$ cat src/rtl/apb_arbiter_if.sv
// Signal bundle between two requesting masters, the apb_arbiter and its APB slave.
// Modport master is the arbiter's view; modport slave is the view of the surrounding environment.
interface apb_arbiter_if #(
  parameter int unsigned ADDR_WIDTH = 32,
  parameter int unsigned DATA_WIDTH = 32
);
  localparam int unsigned STB_WIDTH = DATA_WIDTH / 8;

  logic                  m0_req;
  logic [ADDR_WIDTH-1:0] m0_addr;
  logic [DATA_WIDTH-1:0] m0_wdata;
  logic                  m0_write;
  logic [STB_WIDTH-1:0]  m0_stb;
  logic [DATA_WIDTH-1:0] m0_rdata;
  logic                  m0_ready;
  logic                  m0_err;

  logic                  m1_req;
  logic [ADDR_WIDTH-1:0] m1_addr;
  logic [DATA_WIDTH-1:0] m1_wdata;
  logic                  m1_write;
  logic [STB_WIDTH-1:0]  m1_stb;
  logic [DATA_WIDTH-1:0] m1_rdata;
  logic                  m1_ready;
  logic                  m1_err;

  logic [ADDR_WIDTH-1:0] paddr;
  logic [DATA_WIDTH-1:0] pdata;
  logic [STB_WIDTH-1:0]  pstb;
  logic                  pwrite;
  logic                  psel;
  logic                  penable;
  logic [DATA_WIDTH-1:0] prdata;
  logic                  pready;
  logic                  perr;

  modport master (
    input  m0_req, m0_addr, m0_wdata, m0_write, m0_stb,
    input  m1_req, m1_addr, m1_wdata, m1_write, m1_stb,
    output m0_rdata, m0_ready, m0_err, m1_rdata, m1_ready, m1_err,
    output paddr, pdata, pstb, pwrite, psel, penable,
    input  prdata, pready, perr
  );

  modport slave (
    output m0_req, m0_addr, m0_wdata, m0_write, m0_stb,
    output m1_req, m1_addr, m1_wdata, m1_write, m1_stb,
    input  m0_rdata, m0_ready, m0_err, m1_rdata, m1_ready, m1_err,
    input  paddr, pdata, pstb, pwrite, psel, penable,
    output prdata, pready, perr
  );
endinterface

$ cat src/rtl/apb_arbiter.sv
// Two-master arbiter and APB sequencer with an ACCESS-phase watchdog.
// Define APB_ARB_RR_EN for round-robin tie-breaking; otherwise master 0 has fixed priority.
module apb_arbiter #(
  parameter int unsigned ADDR_WIDTH = 32,
  parameter int unsigned DATA_WIDTH = 32,
  parameter int unsigned TIMEOUT    = 16
) (
  input logic          pclk,
  input logic          presetn,
  apb_arbiter_if.master bus
);
  localparam int unsigned STB_WIDTH = DATA_WIDTH / 8;
  localparam int unsigned WDW       = (TIMEOUT < 2) ? 1 : $clog2(TIMEOUT + 1);

  typedef enum logic [1:0] {StIdle, StSetup, StAccess, StResp} state_e;

  state_e                state_q, state_d;
  logic                  grant_q, grant_d;
  logic [ADDR_WIDTH-1:0] paddr_q, paddr_d;
  logic [DATA_WIDTH-1:0] pdata_q, pdata_d;
  logic [STB_WIDTH-1:0]  pstb_q, pstb_d;
  logic                  pwrite_q, pwrite_d;
  logic [DATA_WIDTH-1:0] rdata_q, rdata_d;
  logic                  err_q, err_d;
  logic [WDW-1:0]        wdog_q, wdog_d;
  logic                  any_req;
  logic                  win;
  logic                  timeout;

  assign any_req = bus.m0_req | bus.m1_req;

`ifdef APB_ARB_RR_EN
  logic last_q;

  // On a tie the master not served last wins; resets to 1 so master 0 takes the first tie.
  assign win = (bus.m0_req && bus.m1_req) ? ~last_q : bus.m1_req;

  always_ff @(posedge pclk or negedge presetn) begin
    if (!presetn) begin
      last_q <= 1'b1;
    end else if (state_q == StIdle && any_req) begin
      last_q <= win;
    end
  end
`else
  assign win = ~bus.m0_req;
`endif

  assign timeout = (TIMEOUT != 0) && (wdog_q == WDW'(TIMEOUT));

  always_comb begin
    state_d  = state_q;
    grant_d  = grant_q;
    paddr_d  = paddr_q;
    pdata_d  = pdata_q;
    pstb_d   = pstb_q;
    pwrite_d = pwrite_q;
    rdata_d  = rdata_q;
    err_d    = err_q;
    wdog_d   = wdog_q;
    unique case (state_q)
      StIdle: begin
        if (any_req) begin
          grant_d  = win;
          paddr_d  = win ? bus.m1_addr  : bus.m0_addr;
          pdata_d  = win ? bus.m1_wdata : bus.m0_wdata;
          pstb_d   = win ? bus.m1_stb   : bus.m0_stb;
          pwrite_d = win ? bus.m1_write : bus.m0_write;
          state_d  = StSetup;
        end
      end
      StSetup: begin
        wdog_d  = WDW'(1);
        state_d = StAccess;
      end
      StAccess: begin
        if (bus.pready) begin
          rdata_d = pwrite_q ? '0 : bus.prdata;
          err_d   = bus.perr;
          state_d = StResp;
        end else if (timeout) begin
          rdata_d = '0;
          err_d   = 1'b1;
          state_d = StResp;
        end else begin
          wdog_d = wdog_q + 1'b1;
        end
      end
      StResp: begin
        wdog_d  = '0;
        state_d = StIdle;
      end
      default: state_d = StIdle;
    endcase
  end

  always_ff @(posedge pclk or negedge presetn) begin
    if (!presetn) begin
      state_q  <= StIdle;
      grant_q  <= 1'b0;
      paddr_q  <= '0;
      pdata_q  <= '0;
      pstb_q   <= '0;
      pwrite_q <= 1'b0;
      rdata_q  <= '0;
      err_q    <= 1'b0;
      wdog_q   <= '0;
    end else begin
      state_q  <= state_d;
      grant_q  <= grant_d;
      paddr_q  <= paddr_d;
      pdata_q  <= pdata_d;
      pstb_q   <= pstb_d;
      pwrite_q <= pwrite_d;
      rdata_q  <= rdata_d;
      err_q    <= err_d;
      wdog_q   <= wdog_d;
    end
  end

  // Phase strobes decode straight from state so an async reset drops them at once.
  assign bus.psel    = (state_q == StSetup) || (state_q == StAccess);
  assign bus.penable = (state_q == StAccess);
  assign bus.paddr   = paddr_q;
  assign bus.pdata   = pdata_q;
  assign bus.pstb    = pstb_q;
  assign bus.pwrite  = pwrite_q;

  assign bus.m0_ready = (state_q == StResp) && !grant_q;
  assign bus.m1_ready = (state_q == StResp) && grant_q;
  assign bus.m0_rdata = bus.m0_ready ? rdata_q : '0;
  assign bus.m1_rdata = bus.m1_ready ? rdata_q : '0;
  assign bus.m0_err   = bus.m0_ready & err_q;
  assign bus.m1_err   = bus.m1_ready & err_q;
endmodule

$ cat src/flat_wrapper.sv
// flat-port wrapper written by rule: the top's interface ports become plain ports
module apb_arbiter_flat 
#(
  parameter int unsigned ADDR_WIDTH = 32,
  parameter int unsigned DATA_WIDTH = 32,
  parameter int unsigned TIMEOUT    = 16
)
  (pclk, presetn, bus_m0_req, bus_m0_addr, bus_m0_wdata, bus_m0_write, bus_m0_stb, bus_m1_req, bus_m1_addr, bus_m1_wdata, bus_m1_write, bus_m1_stb, bus_m0_rdata, bus_m0_ready, bus_m0_err, bus_m1_rdata, bus_m1_ready, bus_m1_err, bus_paddr, bus_pdata, bus_pstb, bus_pwrite, bus_psel, bus_penable, bus_prdata, bus_pready, bus_perr);
  apb_arbiter_if #(.ADDR_WIDTH(ADDR_WIDTH), .DATA_WIDTH(DATA_WIDTH)) bus_i ();
  input logic pclk;
  input logic presetn;
  input wire logic [$bits(bus_i.m0_req)-1:0] bus_m0_req;
  input wire logic [$bits(bus_i.m0_addr)-1:0] bus_m0_addr;
  input wire logic [$bits(bus_i.m0_wdata)-1:0] bus_m0_wdata;
  input wire logic [$bits(bus_i.m0_write)-1:0] bus_m0_write;
  input wire logic [$bits(bus_i.m0_stb)-1:0] bus_m0_stb;
  input wire logic [$bits(bus_i.m1_req)-1:0] bus_m1_req;
  input wire logic [$bits(bus_i.m1_addr)-1:0] bus_m1_addr;
  input wire logic [$bits(bus_i.m1_wdata)-1:0] bus_m1_wdata;
  input wire logic [$bits(bus_i.m1_write)-1:0] bus_m1_write;
  input wire logic [$bits(bus_i.m1_stb)-1:0] bus_m1_stb;
  output wire logic [$bits(bus_i.m0_rdata)-1:0] bus_m0_rdata;
  output wire logic [$bits(bus_i.m0_ready)-1:0] bus_m0_ready;
  output wire logic [$bits(bus_i.m0_err)-1:0] bus_m0_err;
  output wire logic [$bits(bus_i.m1_rdata)-1:0] bus_m1_rdata;
  output wire logic [$bits(bus_i.m1_ready)-1:0] bus_m1_ready;
  output wire logic [$bits(bus_i.m1_err)-1:0] bus_m1_err;
  output wire logic [$bits(bus_i.paddr)-1:0] bus_paddr;
  output wire logic [$bits(bus_i.pdata)-1:0] bus_pdata;
  output wire logic [$bits(bus_i.pstb)-1:0] bus_pstb;
  output wire logic [$bits(bus_i.pwrite)-1:0] bus_pwrite;
  output wire logic [$bits(bus_i.psel)-1:0] bus_psel;
  output wire logic [$bits(bus_i.penable)-1:0] bus_penable;
  input wire logic [$bits(bus_i.prdata)-1:0] bus_prdata;
  input wire logic [$bits(bus_i.pready)-1:0] bus_pready;
  input wire logic [$bits(bus_i.perr)-1:0] bus_perr;
  assign bus_i.m0_req = bus_m0_req;
  assign bus_i.m0_addr = bus_m0_addr;
  assign bus_i.m0_wdata = bus_m0_wdata;
  assign bus_i.m0_write = bus_m0_write;
  assign bus_i.m0_stb = bus_m0_stb;
  assign bus_i.m1_req = bus_m1_req;
  assign bus_i.m1_addr = bus_m1_addr;
  assign bus_i.m1_wdata = bus_m1_wdata;
  assign bus_i.m1_write = bus_m1_write;
  assign bus_i.m1_stb = bus_m1_stb;
  assign bus_m0_rdata = bus_i.m0_rdata;
  assign bus_m0_ready = bus_i.m0_ready;
  assign bus_m0_err = bus_i.m0_err;
  assign bus_m1_rdata = bus_i.m1_rdata;
  assign bus_m1_ready = bus_i.m1_ready;
  assign bus_m1_err = bus_i.m1_err;
  assign bus_paddr = bus_i.paddr;
  assign bus_pdata = bus_i.pdata;
  assign bus_pstb = bus_i.pstb;
  assign bus_pwrite = bus_i.pwrite;
  assign bus_psel = bus_i.psel;
  assign bus_penable = bus_i.penable;
  assign bus_i.prdata = bus_prdata;
  assign bus_i.pready = bus_pready;
  assign bus_i.perr = bus_perr;
  apb_arbiter #(.ADDR_WIDTH(ADDR_WIDTH), .DATA_WIDTH(DATA_WIDTH), .TIMEOUT(TIMEOUT)) u_core (.pclk(pclk), .presetn(presetn), .bus(bus_i));
endmodule
$ cat config.mk
export PLATFORM = sky130hd
export DESIGN_NAME = apb_arbiter_flat
export DESIGN_NICKNAME = d
export VERILOG_FILES = /design/src/rtl/apb_arbiter_if.sv /design/src/rtl/apb_arbiter.sv /design/src/flat_wrapper.sv
export SDC_FILE = /design/constraint.sdc
export NUM_CORES = 1
export LEC_CHECK = 0
export CAP_MARGIN = 20
export CORE_ASPECT_RATIO = 0.9
export CORE_MARGIN = 8
export CORE_UTILIZATION = 38
export DETAILED_ROUTE_END_ITERATION = 10
export PLACE_DENSITY = 0.81
export SYNTH_ARGS = -nofsm -noshare
export SYNTH_HDL_FRONTEND = slang
export SYNTH_SLANG_ARGS = --single-unit
$ cat constraint.sdc
create_clock -name pclk -period 1.8 [get_ports pclk]
set_input_delay 0.18 -clock pclk [delete_from_list [all_inputs] [get_ports pclk]]
set_output_delay 0.18 -clock pclk [all_outputs]
set_load 0.005 [all_outputs]
======== Word level (Yosys, flattened, before mapping) ========
Index checks and enable logic that the tools add are counted.
word-level totals
  bits in registers ....................... 110
  output and inout port bits .............. 139
  logic and storage cells ................. 51
  input bits .............................. 176
operators by class
  add/subtract/negate cells ............... 1
  eq/ne operators ......................... 8
  bitwise logic cells ..................... 4
  muxes and demuxes ....................... 18
  reduce and logical (&&, ||, !) cells .... 11
operator list
  operator             count
  $mux 32              7
  $pmux 5 s3           1
  $mux 5               2
  $pmux 2 s4           1
  $mux 2               3
  $reduce_and 2->1     3
  $add 5x1->5 const B  1
  $eq 5x5->1 const B   1
  $eq 2x2->1 const B   2
  $mux 4               1
  $ne 2x2->1 const B   2
  $mux 1               3
  $ne 3x1->1 const B   1
  $reduce_and 3->1     1
  $reduce_bool 3->1    1
  $and 1x1->1          2
  $eq 2x1->1 const B   1
  $logic_and 1x1->1    2
  $logic_not 2->1      1
  $ne 2x1->1 const B   1
  $reduce_bool 2->1    1
  $logic_not 1->1      1
  $logic_or 1x1->1     1
  $not 1->1            1
  $or 1x1->1           1

======== Logic depth before layout (Yosys ltp) ========
Gate-level depths: netlist (run 1).
  depth after elaboration ................. 4
  mapped depth ............................ 7
  gate-level depth less buffers ........... 5

======== Worst setup path after synthesis (run 1) ========
No wires, ideal clock.
  kind .................................... register -> register
  from .................................... register u_core.wdog_q[0]
  to ...................................... register u_core.rdata_q[13]
  required time ........................... 1.680 ns
  cell stages (with the launch flop) ...... 7
  clock period less this slack ............ 1.485 ns
  arrival time ............................ 1.365 ns
  buffers on the path ..................... 1
  path slack .............................. 0.315 ns
  library setup time ...................... 0.120 ns
  cells stage by stage .................... dfrtp_1 -> inv_1 -> ha_1 -> and4bb_4 -> o21ai_4 -> buf_6 -> a22o_4
on the way
  longest elaborated chain between the ends .. 3
RTL lines
  item                         RTL line            RTL
  start: declaration           apb_arbiter.sv:25   logic [WDW-1:0] wdog_q, wdog_d;
  start signal: assignment     apb_arbiter.sv:117  wdog_q <= wdog_d;
  $eq 5x5->1                   apb_arbiter.sv:49   assign timeout = (TIMEOUT != 0) && (wdog_q == WDW'(TIMEOUT));
  $reduce_bool 2->1 (no line)  -
  $reduce_and 2->1 (no line)   -
  end signal: assignment       apb_arbiter.sv:115  rdata_q <= rdata_d;
  end: declaration             apb_arbiter.sv:23   logic [DATA_WIDTH-1:0] rdata_q, rdata_d;
Every way passes these cells.
A chain may end at the register's enable or synchronous reset.

======== Worst setup path in the final report (run 1) ========
  from .................................... register u_core.state_q[0]
  to ...................................... output bus_m1_rdata[19]
on the way
  longest elaborated chain between the ends .. 3
RTL lines
  item                      RTL line            RTL
  start: declaration        apb_arbiter.sv:17   state_e state_q, state_d;
  start signal: assignment  apb_arbiter.sv:99   state_q <= StIdle;
  start signal: assignment  apb_arbiter.sv:109  state_q <= state_d;
  $eq 2x2->1                apb_arbiter.sv:130  assign bus.m1_ready = (state_q == StResp) && grant_q;
  $logic_and 1x1->1         apb_arbiter.sv:130
  $mux 32                   apb_arbiter.sv:132  assign bus.m1_rdata = bus.m1_ready ? rdata_q : '0;
  end: declaration          flat_wrapper.sv:25  output wire logic [$bits(bus_i.m1_rdata)-1:0] bus_m1_rdata;
Every way passes these cells.

==> flow_summary.json, run 1 <==
{
  "clockBufferDepth": 2,
  "ys_warn_count": 0,
  "grt.overflow.total": 0,
  "hpwl_um": 14300,
  "start_util_pct": 38.5,
  "gp_congestion": 0.780,
  "cts_buffers": 9,
  "via_per_inst": 4.96,
  "clk_latency_ns": 0.34,
  "critPathKind": "reg2out",
  "r2r.worst_path.cells": 8,
  "rrSetupSlack_ns": 0.06,
  "finalCriticalPeriod_ns": 1.80,
  "seq_area_frac_synth_pct": 51.2,
  "yosys.cell_types.count": 39,
  "htreeDepth": 3,
  "total_power_mw": 12.5,
  "nFillCells": 1083,
  "max_freq_mhz": 556,
  "drv_slew": 0,
  "grt_usage_pct": 19.7,
  "synthFlopType": "dfrtp_1",
  "die_w_um": 141,
  "cellPowerDensity_nw_per_um2": 1370,
  "worst_pin_slew_ns": 0.570,
  "ios": 315,
  "cp-end-kind": "output pin",
  "path_max_fanout": 10,
  "port_buffers": 314,
  "ant_nets": 0,
  "synth_edf_count": 0,
  "die_area_um2": 18200,
  "hp-class": "in2reg",
  "min_from": "bus_m0_req",
  "area_growth_pct": 68.9,
  "crit_buf_inv": 4,
  "min_period_over_period_pct": 100,
  "crit_start": "u_core.state_q[0]",
  "grt_pass1_vias": 5363,
  "synthesis.area_um2": 5380,
  "antenna_found_initial": 0,
  "worstHoldPathCells": 3,
  "drcViolationCount": 0,
  "fp-row-count": 41,
  "syn-instance-count": 508,
  "status": "completed",
  "wl_per_cell_um": 18.7,
  "tritoncts": "built",
  "cts_num_sinks": 110,
  "synth_seq_cells": 110,
  "r2r-end": "u_core.state_q[1]",
  "finalHoldViolCount": 0,
  "crit_path_start_kind": "register",
  "core_area_um2": 14000,
  "die_h_um": 129,
  "grt_pass1_wl_um": 28500,
  "cap_violations": 0,
  "timing.rr.start": "u_core.state_q[0]",
  "vias": 5044,
  "irDropWorstVdd_mv": 0.673,
  "p_leak_nw": 4.28,
  "relSlewSlack_pct": 62.0,
  "worstPathRequired_ns": 1.62,
  "synthArstFlopShare_pct": 100,
  "drt_iter0_drc": 247,
  "nets": 1000,
  "avgSynthCellArea_um2": 10.6,
  "layout.cells.non_filler": 1016,
  "n_antenna_cell": 0,
  "dr.pass1.iters": 4,
  "synthesis.nets": 690,
  "finalWirelength_um": 19000,
  "worstPathArrival_ns": 1.62,
  "worstPathCellList": "ha_4, buf_6, buf_12, buf_4, and3_1, buf_2",
  "setup_violations": 0,
  "dpl.cell_count": 990,
  "fin_skew_ns": 0.00669,
  "grt_max_degree": 111,
  "max_stage_delay_ns": 0.41,
  "rsz0062_at_grt": "yes",
  "path_clk_slew_ns": 0.07,
  "drive_gt1_share_pct": 16.4,
  "cp_slowest_cell": "dfrtp_1",
  "hold_end": "u_core.bus.paddr[23]",
  "cts_root_buffer": "clkbuf_16",
  "path_delay_family": "buffers and inverters"
}
-- logic make-up after synthesis --
kind of cell | Yosys count | share of synthesized area, %
and+or+nand+nor | 164 | 16.1
muxes | 70 | 13.0
AOI/OAI and AO/OA | 112 | 13.5
DFF | 110 | 51.2
buffers and inverters | 46 | 4.79
adders and majority gates | 6 | 1.40
-- area by class of cell --
class                      count  area (µm²)  share of cell area (%)
timing repair buffer         340        3270                    35.9
sequential                   110        2750                    30.3
inverter                       5        21.3                   0.234
tap                          193         241                    2.66
multi-input combinational    352        2490                    27.4
clock buffer                  12         246                    2.71
clock inverter                 4        70.1                   0.771
-- sequential cells by signal, summed over array words and instances (netlist names) --
| register | cells |
|---|---|
| u_core.bus.pdata | 32 |
| u_core.wdog_q | 5 |
| u_core.bus.pwrite | 1 |
| u_core.bus.pstb | 4 |
| u_core.err_q | 1 |
| u_core.rdata_q | 32 |
| u_core.bus.paddr | 32 |
| u_core.state_q | 2 |
| u_core.grant_q | 1 |
-- Yosys cell counts, types with 2 or more instances --
cell type / instances / area, µm²
and3_1: 34 / 213
nor2_1: 4 / 15.0
o21ai_0: 69 / 345
nand2_1: 73 / 274
dfrtp_1: 110 / 2750
nand3_1: 4 / 20.0
buf_2: 12 / 60.1
and2_1: 34 / 213
clkbuf_1: 14 / 52.6
or4b_1: 2 / 20.0
ha_1: 6 / 75.1
inv_1: 5 / 18.8
a21oi_1: 2 / 10.0
a22o_1: 30 / 263
buf_4: 8 / 60.1
a22o_2: 3 / 30.0
nand4b_1: 3 / 26.3
buf_6: 5 / 56.3
mux2i_1: 69 / 691
clkbuf_2: 2 / 10.0
-- cell usage in the layout (no fill, tap or decap), types with 3 or more instances in the layout --
cell type	netlist	final
and3_4	0	3
nand2_1	73	73
buf_4	8	11
dfrtp_1	110	110
buf_2	12	8
clkdlybuf4s15_1	0	3
and2_1	34	28
mux2i_1	69	69
buf_12	0	9
a22o_1	30	30
nor2_1	4	3
and2_4	0	6
clkdlybuf4s50_1	0	242
ha_4	0	4
clkbuf_16	0	11
a22o_2	3	3
nand4b_1	3	3
o21ai_0	69	69
nand3_1	4	4
clkbuf_2	2	48
buf_6	5	13
and3_1	34	31
inv_1	5	4
-- per-layer routing --
metal / GRT usage [%] / vias to the layer above / part of all wire (%)
met2: 36.0 / 234 / 50
met4: 5.80 / 0 / 1.8
li1: - / 2394 / -
met3: 5.89 / 26 / 8.3
met1: 21.9 / 2390 / 39
met5: 0 / - / 0
-- what timing repair did --
item | 4_1_cts | 5_1_grt
resized for setup | 163 | 105
hold buffers | 1 | 0
cloned | 2 | 2
hold endpoints to repair | 110 | 0
setup buffers | 4 | 2
setup endpoints to repair | 70 | 42
pin swaps | 2 | 3
-- worst max-delay path by stage --
stage,endpoint,slack [ns],cells after the start
6_report,bus_m1_rdata[19],0.0005,6
5_1_grt,bus_m1_rdata[1],-0.05,6
4_1_cts,bus_m0_rdata[10],-0.15,5
3_5_place_dp,bus_m0_rdata[8],0.05,5
3_3_place_gp,bus_m0_rdata[21],0.08,5
2_1_floorplan,u_core.rdata_q[13],0.32,6
-- where the power goes --
| part | switching (mW) | total, mW | internal [mW] |
|---|---|---|---|
| logic | 2.56 | 6.03 | 3.47 |
| clock network | 0.862 | 2.12 | 1.26 |
| registers | 0.732 | 4.32 | 3.59 |
-- through the flow --
step	utilization, %	instance area, µm²	hold slack (ns)	setup TNS [ns]	worst slack, ns
floorplan	-	5380	-0.116	0	0.315
global placement	62.7	8750	0.299	0	0.0790
detailed placement	62.7	8750	0.302	0	0.0476
CTS	65.1	9080	0.338	-3.74	-0.147
global route	65.1	9090	0.368	-0.369	-0.0475
finish	65.1	9090	0.352	0	0.000484
-- worst register-to-register path, delay by kind of cell (launching register included) --
family | cells | cell delay [ns]
muxes | 1 | 0.32
AOI/OAI and AO/OA | 1 | 0.18
buffers and inverters | 4 | 0.42
adders and majority gates | 1 | 0.17
and+or+nand+nor | 1 | 0.15
DFF | 1 | 0.40
Power figures use the tool's default switching activity.
==> run 2: changes to the inputs <==
--- a/config.mk
+++ b/config.mk
@@ -5,7 +5,6 @@
 export SDC_FILE = /design/constraint.sdc
 export NUM_CORES = 1
 export LEC_CHECK = 0
-export CAP_MARGIN = 20
 export CORE_ASPECT_RATIO = 0.9
 export CORE_MARGIN = 8
 export CORE_UTILIZATION = 38
==> results of run 2 <==
Same layout as run 1: the final DEF is identical, and so are final timing and power.
